### src/rtl/gpio_in_pkg.sv
// Shared constants for the input GPIO responder: bus word map, data width and
// the debounce counter sizing helper.
package gpio_in_pkg;

  localparam int BUS_W = 32;

  localparam logic [1:0] GPIO_IN_ADDR_DATA = 2'd0;
  localparam logic [1:0] GPIO_IN_ADDR_RISE = 2'd1;
  localparam logic [1:0] GPIO_IN_ADDR_FALL = 2'd2;
  localparam logic [1:0] GPIO_IN_ADDR_PEND = 2'd3;

  // A 1-cycle filter still needs a 1-bit counter so the port widths stay legal.
  function automatic int cnt_w(input int cycles);
    return (cycles > 1) ? $clog2(cycles) : 1;
  endfunction

endpackage

### src/rtl/gpio_in_if.sv
// Core peripheral bus slice seen by gpio_in: request/grant handshake plus
// word-addressed read/write data.
interface gpio_in_if;
  import gpio_in_pkg::*;

  logic             ce;
  logic             req;
  logic             we;
  logic [1:0]       addr;
  logic [BUS_W-1:0] wdata;
  logic             gnt;
  logic [BUS_W-1:0] rdata;

  modport master (output ce, req, we, addr, wdata, input gnt, rdata);
  modport slave  (input ce, req, we, addr, wdata, output gnt, rdata);
endinterface

### src/rtl/gpio_in_debounce.sv
// One-pin debounce filter: the synchronized input must disagree with the
// accepted level for DEBOUNCE_CYCLES consecutive cycles before it is taken.
module gpio_in_debounce
  import gpio_in_pkg::*;
#(
  parameter int DEBOUNCE_CYCLES = 4
) (
  input  logic i_CLK,
  input  logic i_RST,
  input  logic din,
  output logic stable,
  output logic upd
);

  localparam int              CW      = cnt_w(DEBOUNCE_CYCLES);
  localparam logic [CW-1:0]   CNT_MAX = CW'(DEBOUNCE_CYCLES - 1);

  logic [CW-1:0] cnt;

  // upd is the acceptance strobe; the top uses it in the same cycle for edges.
  assign upd = (din != stable) && (cnt == CNT_MAX);

  always_ff @(posedge i_CLK) begin
    if (i_RST) begin
      cnt    <= '0;
      stable <= 1'b0;
    end else if (din == stable) begin
      cnt <= '0;
    end else if (upd) begin
      stable <= din;
      cnt    <= '0;
    end else begin
      cnt <= cnt + 1'b1;
    end
  end

endmodule

### src/rtl/gpio_in.sv
// Input GPIO responder: synchronizer, per-pin debounce, rise/fall enables,
// W1C pending register and a registered level interrupt.
module gpio_in
  import gpio_in_pkg::*;
#(
  parameter int N_PINS          = 8,
  parameter int DEBOUNCE_CYCLES = 4
) (
  input  logic              i_CLK,
  input  logic              i_RST,
  gpio_in_if.slave          bus,
  input  logic [N_PINS-1:0] i_GPIO,
  output logic              o_IRQ
);

  logic [N_PINS-1:0] sync1, sync2;
  logic [N_PINS-1:0] stable, upd;
  logic [N_PINS-1:0] rise_en, fall_en, pend;
  logic [N_PINS-1:0] set_mask, clr_mask, wbits;
  logic              access, wr_en;
  logic              unused_wdata;

  for (genvar g = 0; g < N_PINS; g++) begin : g_pin
    gpio_in_debounce #(.DEBOUNCE_CYCLES(DEBOUNCE_CYCLES)) u_db (
      .i_CLK  (i_CLK),
      .i_RST  (i_RST),
      .din    (sync2[g]),
      .stable (stable[g]),
      .upd    (upd[g])
    );
  end

  assign access       = bus.req & bus.ce;
  assign wr_en        = access & bus.we;
  assign bus.gnt      = access;
  assign wbits        = bus.wdata[N_PINS-1:0];
  assign unused_wdata = ^bus.wdata;

  // sync2 is the value being accepted when upd fires, so it gives the edge direction.
  assign set_mask = upd & ((sync2 & rise_en) | (~sync2 & fall_en));
  assign clr_mask = (wr_en && bus.addr == GPIO_IN_ADDR_PEND) ? wbits : '0;

  always_ff @(posedge i_CLK) begin
    if (i_RST) begin
      sync1   <= '0;
      sync2   <= '0;
      rise_en <= '0;
      fall_en <= '0;
      pend    <= '0;
      o_IRQ   <= 1'b0;
    end else begin
      sync1 <= i_GPIO;
      sync2 <= sync1;
      if (wr_en && bus.addr == GPIO_IN_ADDR_RISE) rise_en <= wbits;
      if (wr_en && bus.addr == GPIO_IN_ADDR_FALL) fall_en <= wbits;
      // A new edge beats a simultaneous clear of the same bit.
      pend  <= (pend & ~clr_mask) | set_mask;
      o_IRQ <= |pend;
    end
  end

  always_comb begin
    bus.rdata = '0;
    case (bus.addr)
      GPIO_IN_ADDR_DATA: bus.rdata[N_PINS-1:0] = stable;
      GPIO_IN_ADDR_RISE: bus.rdata[N_PINS-1:0] = rise_en;
      GPIO_IN_ADDR_FALL: bus.rdata[N_PINS-1:0] = fall_en;
      default:           bus.rdata[N_PINS-1:0] = pend;
    endcase
  end

endmodule

### src/flat_wrapper.sv
// flat-port wrapper written by rule: the top's interface ports become plain ports
module gpio_in_flat import gpio_in_pkg::*;
#(
  parameter int N_PINS          = 8,
  parameter int DEBOUNCE_CYCLES = 4
)
  (i_CLK, i_RST, i_GPIO, o_IRQ, bus_ce, bus_req, bus_we, bus_addr, bus_wdata, bus_gnt, bus_rdata);
  gpio_in_if bus_i ();
  input  logic i_CLK;
  input  logic i_RST;
  input  logic [N_PINS-1:0] i_GPIO;
  output logic o_IRQ;
  input wire logic [$bits(bus_i.ce)-1:0] bus_ce;
  input wire logic [$bits(bus_i.req)-1:0] bus_req;
  input wire logic [$bits(bus_i.we)-1:0] bus_we;
  input wire logic [$bits(bus_i.addr)-1:0] bus_addr;
  input wire logic [$bits(bus_i.wdata)-1:0] bus_wdata;
  output wire logic [$bits(bus_i.gnt)-1:0] bus_gnt;
  output wire logic [$bits(bus_i.rdata)-1:0] bus_rdata;
  assign bus_i.ce = bus_ce;
  assign bus_i.req = bus_req;
  assign bus_i.we = bus_we;
  assign bus_i.addr = bus_addr;
  assign bus_i.wdata = bus_wdata;
  assign bus_gnt = bus_i.gnt;
  assign bus_rdata = bus_i.rdata;
  gpio_in #(.N_PINS(N_PINS), .DEBOUNCE_CYCLES(DEBOUNCE_CYCLES)) u_core (.i_CLK(i_CLK), .i_RST(i_RST), .bus(bus_i), .i_GPIO(i_GPIO), .o_IRQ(o_IRQ));
endmodule
### config.mk
export PLATFORM = sky130hd
export DESIGN_NAME = gpio_in_flat
export DESIGN_NICKNAME = d
export VERILOG_FILES = /design/src/rtl/gpio_in_pkg.sv /design/src/rtl/gpio_in_if.sv /design/src/rtl/gpio_in_debounce.sv /design/src/rtl/gpio_in.sv /design/src/flat_wrapper.sv
export SDC_FILE = /design/constraint.sdc
export NUM_CORES = 1
export LEC_CHECK = 0
export ABC_AREA = 1
export BUFFER_PORTS_ARGS = -buffer_cell sky130_fd_sc_hd__buf_2
export CAP_MARGIN = 30
export CORE_UTILIZATION = 50
export DETAILED_ROUTE_END_ITERATION = 12
export PLACE_DENSITY = 0.86
export REMOVE_ABC_BUFFERS = 1
export SKIP_CTS_REPAIR_TIMING = 1
export SYNTH_ARGS = -nofsm -noshare
export SYNTH_HDL_FRONTEND = slang
export SYNTH_SLANG_ARGS = --single-unit
### constraint.sdc
create_clock -name i_CLK -period 2.4 [get_ports i_CLK]
set_input_delay 0.24 -clock i_CLK [delete_from_list [all_inputs] [get_ports i_CLK]]
set_output_delay 0.24 -clock i_CLK [all_outputs]
set_load 0.01 [all_outputs]
After elaboration in Yosys (flattened, before gate mapping) --
Cells that the tools add are included.
Operators by class: multiplexer cells 2, equal/unequal tests 27, add/subtract/negate cells 8, reductions and logical operators 29, bitwise logic cells 18
Operators by type and width (count):
- bitwise AND 8 bit | 4
- one-hot mux 8 bit (3 select lines) | 1
- OR reduction 3 bit | 8
- == test 2 bit (second input constant) | 10
- adder 2 x 1 -> 2 bit (second input constant) | 8
- NOT 8 bit | 2
- OR 8 bit | 2
- AND reduction 2 bit | 8
- logical AND 1 bit | 11
- == test 1 bit | 8
- two-way mux 8 bit | 1
- != test 1 bit | 8
- NOT 1 bit | 8
- OR reduction 8 bit | 1
- bitwise AND 1 bit | 2
- == test 2 x 1 -> 1 bit (second input constant) | 1
- zero test 2 bit | 1
Word-level totals: bits in registers 65, input bits 47, output and inout port bits 34, word-level logic and storage cells 106

Logic depth before layout (Yosys ltp) --
depth in word-level cells 7, mapped depth 7

Cells and area by module --
Synthesis repeated with hierarchy kept, for this count alone.
Second synthesis, totals: cell total of the unflattened synthesis 391, area, all modules 2959.1 um2
Modules (own cells, without submodules):
- gpio_in | times used 1, sequential area each 820.8 um2, area each 1918.1 um2, cells each 255
- gpio_in_debounce | times used 8, sequential area each 60.1 um2, area each 130.1 um2, cells each 17

Least setup slack after synthesis --
Ideal clock, no wire load.
kind in2out, start input port bus_addr[1], end output port bus_rdata[1], data required time 2.160 ns, path buffers 0, stages on the path 3, path slack 1.391 ns, arrival time 0.769 ns, cells stage by stage nor2_1 nand2_1 o2111ai_1
Between the ends: word-level cells in the longest chain between the ends 2
Ends and longest elaborated chain:
- start: declaration | RTL line flat_wrapper.sv:16 | input wire logic [$bits(bus_i.addr)-1:0] bus_addr;
- == test 2 bit, or another cell as far along | RTL line gpio_in.sv:64 | case (bus.addr)
- one-hot mux 8 bit (3 select lines) (*) | RTL line gpio_in.sv:64
- end: declaration | RTL line flat_wrapper.sv:19 | output wire logic [$bits(bus_i.rdata)-1:0] bus_rdata;
Every way passes the cells marked *; elsewhere a longest branch is shown, timed or not.

Worst setup path after layout --
start input port bus_addr[1], end output port bus_rdata[7]
Same word-level chain as after synthesis.

==> key figures <==
Worst setup path
  – Crit end category: output port
  – Startpoint types: primary input
  – Worst endpoint data arrival time: 1360 ps
  – Cell repeated most along the worst path: buf_2
  – Crit-path max FO: 8
  – CP required: 2160 ps
  – Worst path slowest cell: nor2_1
  – Critical setup path kind: in -> out
  – Critical Path Max Stage Delay: 550 ps
  – Critical path cell sequence: buf_2 > nor2_1 > nand2_1 > o2111ai_1 > buf_2

Global route
  – Initial antenna violation count: 0
  – Vias in the first global route: 2117
  – Grt ovf: 0
  – First-pass GRT wire length: 9.36 mm
  – Total Routing Usage GR: 0.199
  – Largest net degree at the start of global routing: 25

Floorplan
  – Die footprint: 6210 µm²
  – Row Count: 27
  – Die Width: 78.8 µm
  – Initial Util: 0.526
  – Die height: 78.8 µm
  – # IOs: 81
  – Core area: 5610 µm²

Layout
  – Commonest non-fill, non-tap cells in the layout: nand2_1 (88), nor2_1 (78), dfxtp_1 (65), inv_1 (45), buf_2 (32)
  – Layout cells sized above 1: 0.166
  – Most common cell after layout, fill and taps aside: nand2_1
  – N_diodes: 0
  – P&R area growth vs syn: 10.7%
  – Final core occ: 0.582
  – Final nets: 490
  – Final instance area: 3260 µm²

Route
  – Final wirelength: 5.68 mm
  – WL per Instance: 11.1 µm
  – DRT antenna net count: 0
  – Initial DRT Pass Iterations: 4
  – DR vias/cell: 4.76
  – Total number of vias: 2437
  – Residual DRC count: 0
  – 1st-iter DRT viols: 143

Timing
  – Final Max Tran Viols: 0
  – Fmax: 625 MHz
  – Fin Setup TNS: 0 ps
  – Tightest Pin Transition: 687 ps
  – Unrepaired setup endpoints after global routing: no
  – Final min period: 1600 ps
  – Layout Skew: 8.58 ps
  – Hold Violations, Final: 0
  – Period utilisation layout: 0.666
  – Headroom to the max-slew limit: 0.540
  – Final setup viols: 0

Pwr
  – Tot Pwr: 2.18 mW
  – Internal Pwr Total: 1.65 mW
  – Reg power frac: 0.511
  – Combinational Power Share: 0.067
  – Leak Pwr: 1.50 nW
  – Switch Pwr: 0.530 mW
  – Power Density: 667 nW/µm²
  – Clk network pwr share: 0.422
  – VDD IR max: 0.000336 V
  – Switching Fraction: 0.243

Logic synthesis
  – Leading area contributor after synthesis: dfxtp_1
  – Number of synthesized register bits: 65
  – Mapped Area: 2950 µm²
  – Post-synthesis cell type count: 25
  – Synth warnings: 0
  – Sequential-to-total area share from yosys stat: 0.441
  – Synth Instances: 399
  – Synth top area cells: dfxtp_1 (44%), nand2_1 (11%), nor2_1 (9.9%)
  – Synth top area share: 0.441
  – Synth Area per Inst: 7.39 µm²

Place
  – Post-DP Area: 3070 µm²
  – I/O Buffers: 32
  – Gpl congestion: 0.793
  – DPL Wire Length: 3.90 mm

Clock tree
  – CTS buffer count: 9
  – Worst skew pair latency: 350 ps
  – CTS tree: built
  – Clock root buffer master: clkbuf_8
  – H-tree Lvls: 3
  – Sink Count: 65
  – Clock Path Buffers: 2
  – Clock Pin Slew Worst Setup and Hold Paths: 70 ps

Flow run
  – Max-cap viol count: 0

Worst hold path
  – Min-Delay Path Class: in -> reg

Outcome
  – Status: finished clean
[power by group through the flow]
stage	Clock, mW	Sequential, mW	Combinational [mW]
6_report	0.919	1.11	0.145
5_1_grt	0.991	1.12	0.166
4_1_cts	0.934	1.11	0.146
3_5_place_dp	0	1.14	0.145
3_3_place_gp	0	1.14	0.141
2_1_floorplan	0	1.13	0.0900
[per-stage QoR]
step	hold WS, ps	setup WS [ps]	instances
final	89.3	801	512
after global routing	86.5	689	512
after CTS	80.0	811	512
after detailed placement	394	824	496
after global placement	390	836	496
after floorplan	302	1390	391
[Yosys cell counts, drive strengths merged]
master	count
clkbuf	2
ha	8
nor2	80
clkinv	3
a21oi	16
conb	1
nand4	5
nand2	97
o21ai	25
o2111ai	3
dfxtp	65
nand3	17
inv	48
buf	29
[critical path: cells and delay by family]
| family | cells | cell delay, ps |
|---|---|---|
| simple gates | 2 | 650 |
| buf+inv | 2 | 310 |
| compound gates | 1 | 160 |
[metal layers]
layer	share of wire	GRT usage
met4	0.014	0.0926
met1	0.42	0.236
met5	0	0
met2	0.48	0.331
met3	0.077	0.0586
[cell families (layout without fill, tap and decap cells)]
logic type,count (synthesis),after routing,share of synthesized area
adder cells (fa/ha/maj),8,8,0.0339
other,1,24,0.00127
AND/OR/NAND/NOR,199,199,0.294
AO/OA/AOI/OAI,44,44,0.0836
flip-flops,65,65,0.441
buffers and inverters,82,100,0.146
[path summary, 6_finish.rpt]
path,depth (start not counted),startpoint,slack [ps],endpoint
setup / recovery,5,bus_addr[1],800,bus_rdata[7]
hold / removal,3,i_GPIO[2],90,u_core.sync1[2]
setup reg to reg,3,u_core.g_pin[2].u_db.cnt[0],1440,u_core.g_pin[2].u_db.stable
hold reg to reg,2,u_core.sync1[2],400,u_core.sync2[2]
[cell type report]
class                           instances  area, µm²
Clock buffer                           11        141
Clock inverter                          5       55.1
Fill cell                             519       2340
Inverter                               51        206
Multi-Input combinational cell        275       1300
Sequential cell                        65       1300
Tap cell                               72       90.1
Timing Repair Buffer                   33        168
[registers in the layout (all words and copies together) (netlist names)]
| name | flops |
|---|---|
| u_core.g_pin.u_db.cnt | 16 |
| u_core.fall_en | 8 |
| u_core.g_pin.u_db.stable | 8 |
| u_core.pend | 8 |
| u_core.rise_en | 8 |
| u_core.sync1 | 8 |
| u_core.sync2 | 8 |
| u_core.o_IRQ | 1 |
Power figures use the tool's default switching activity.
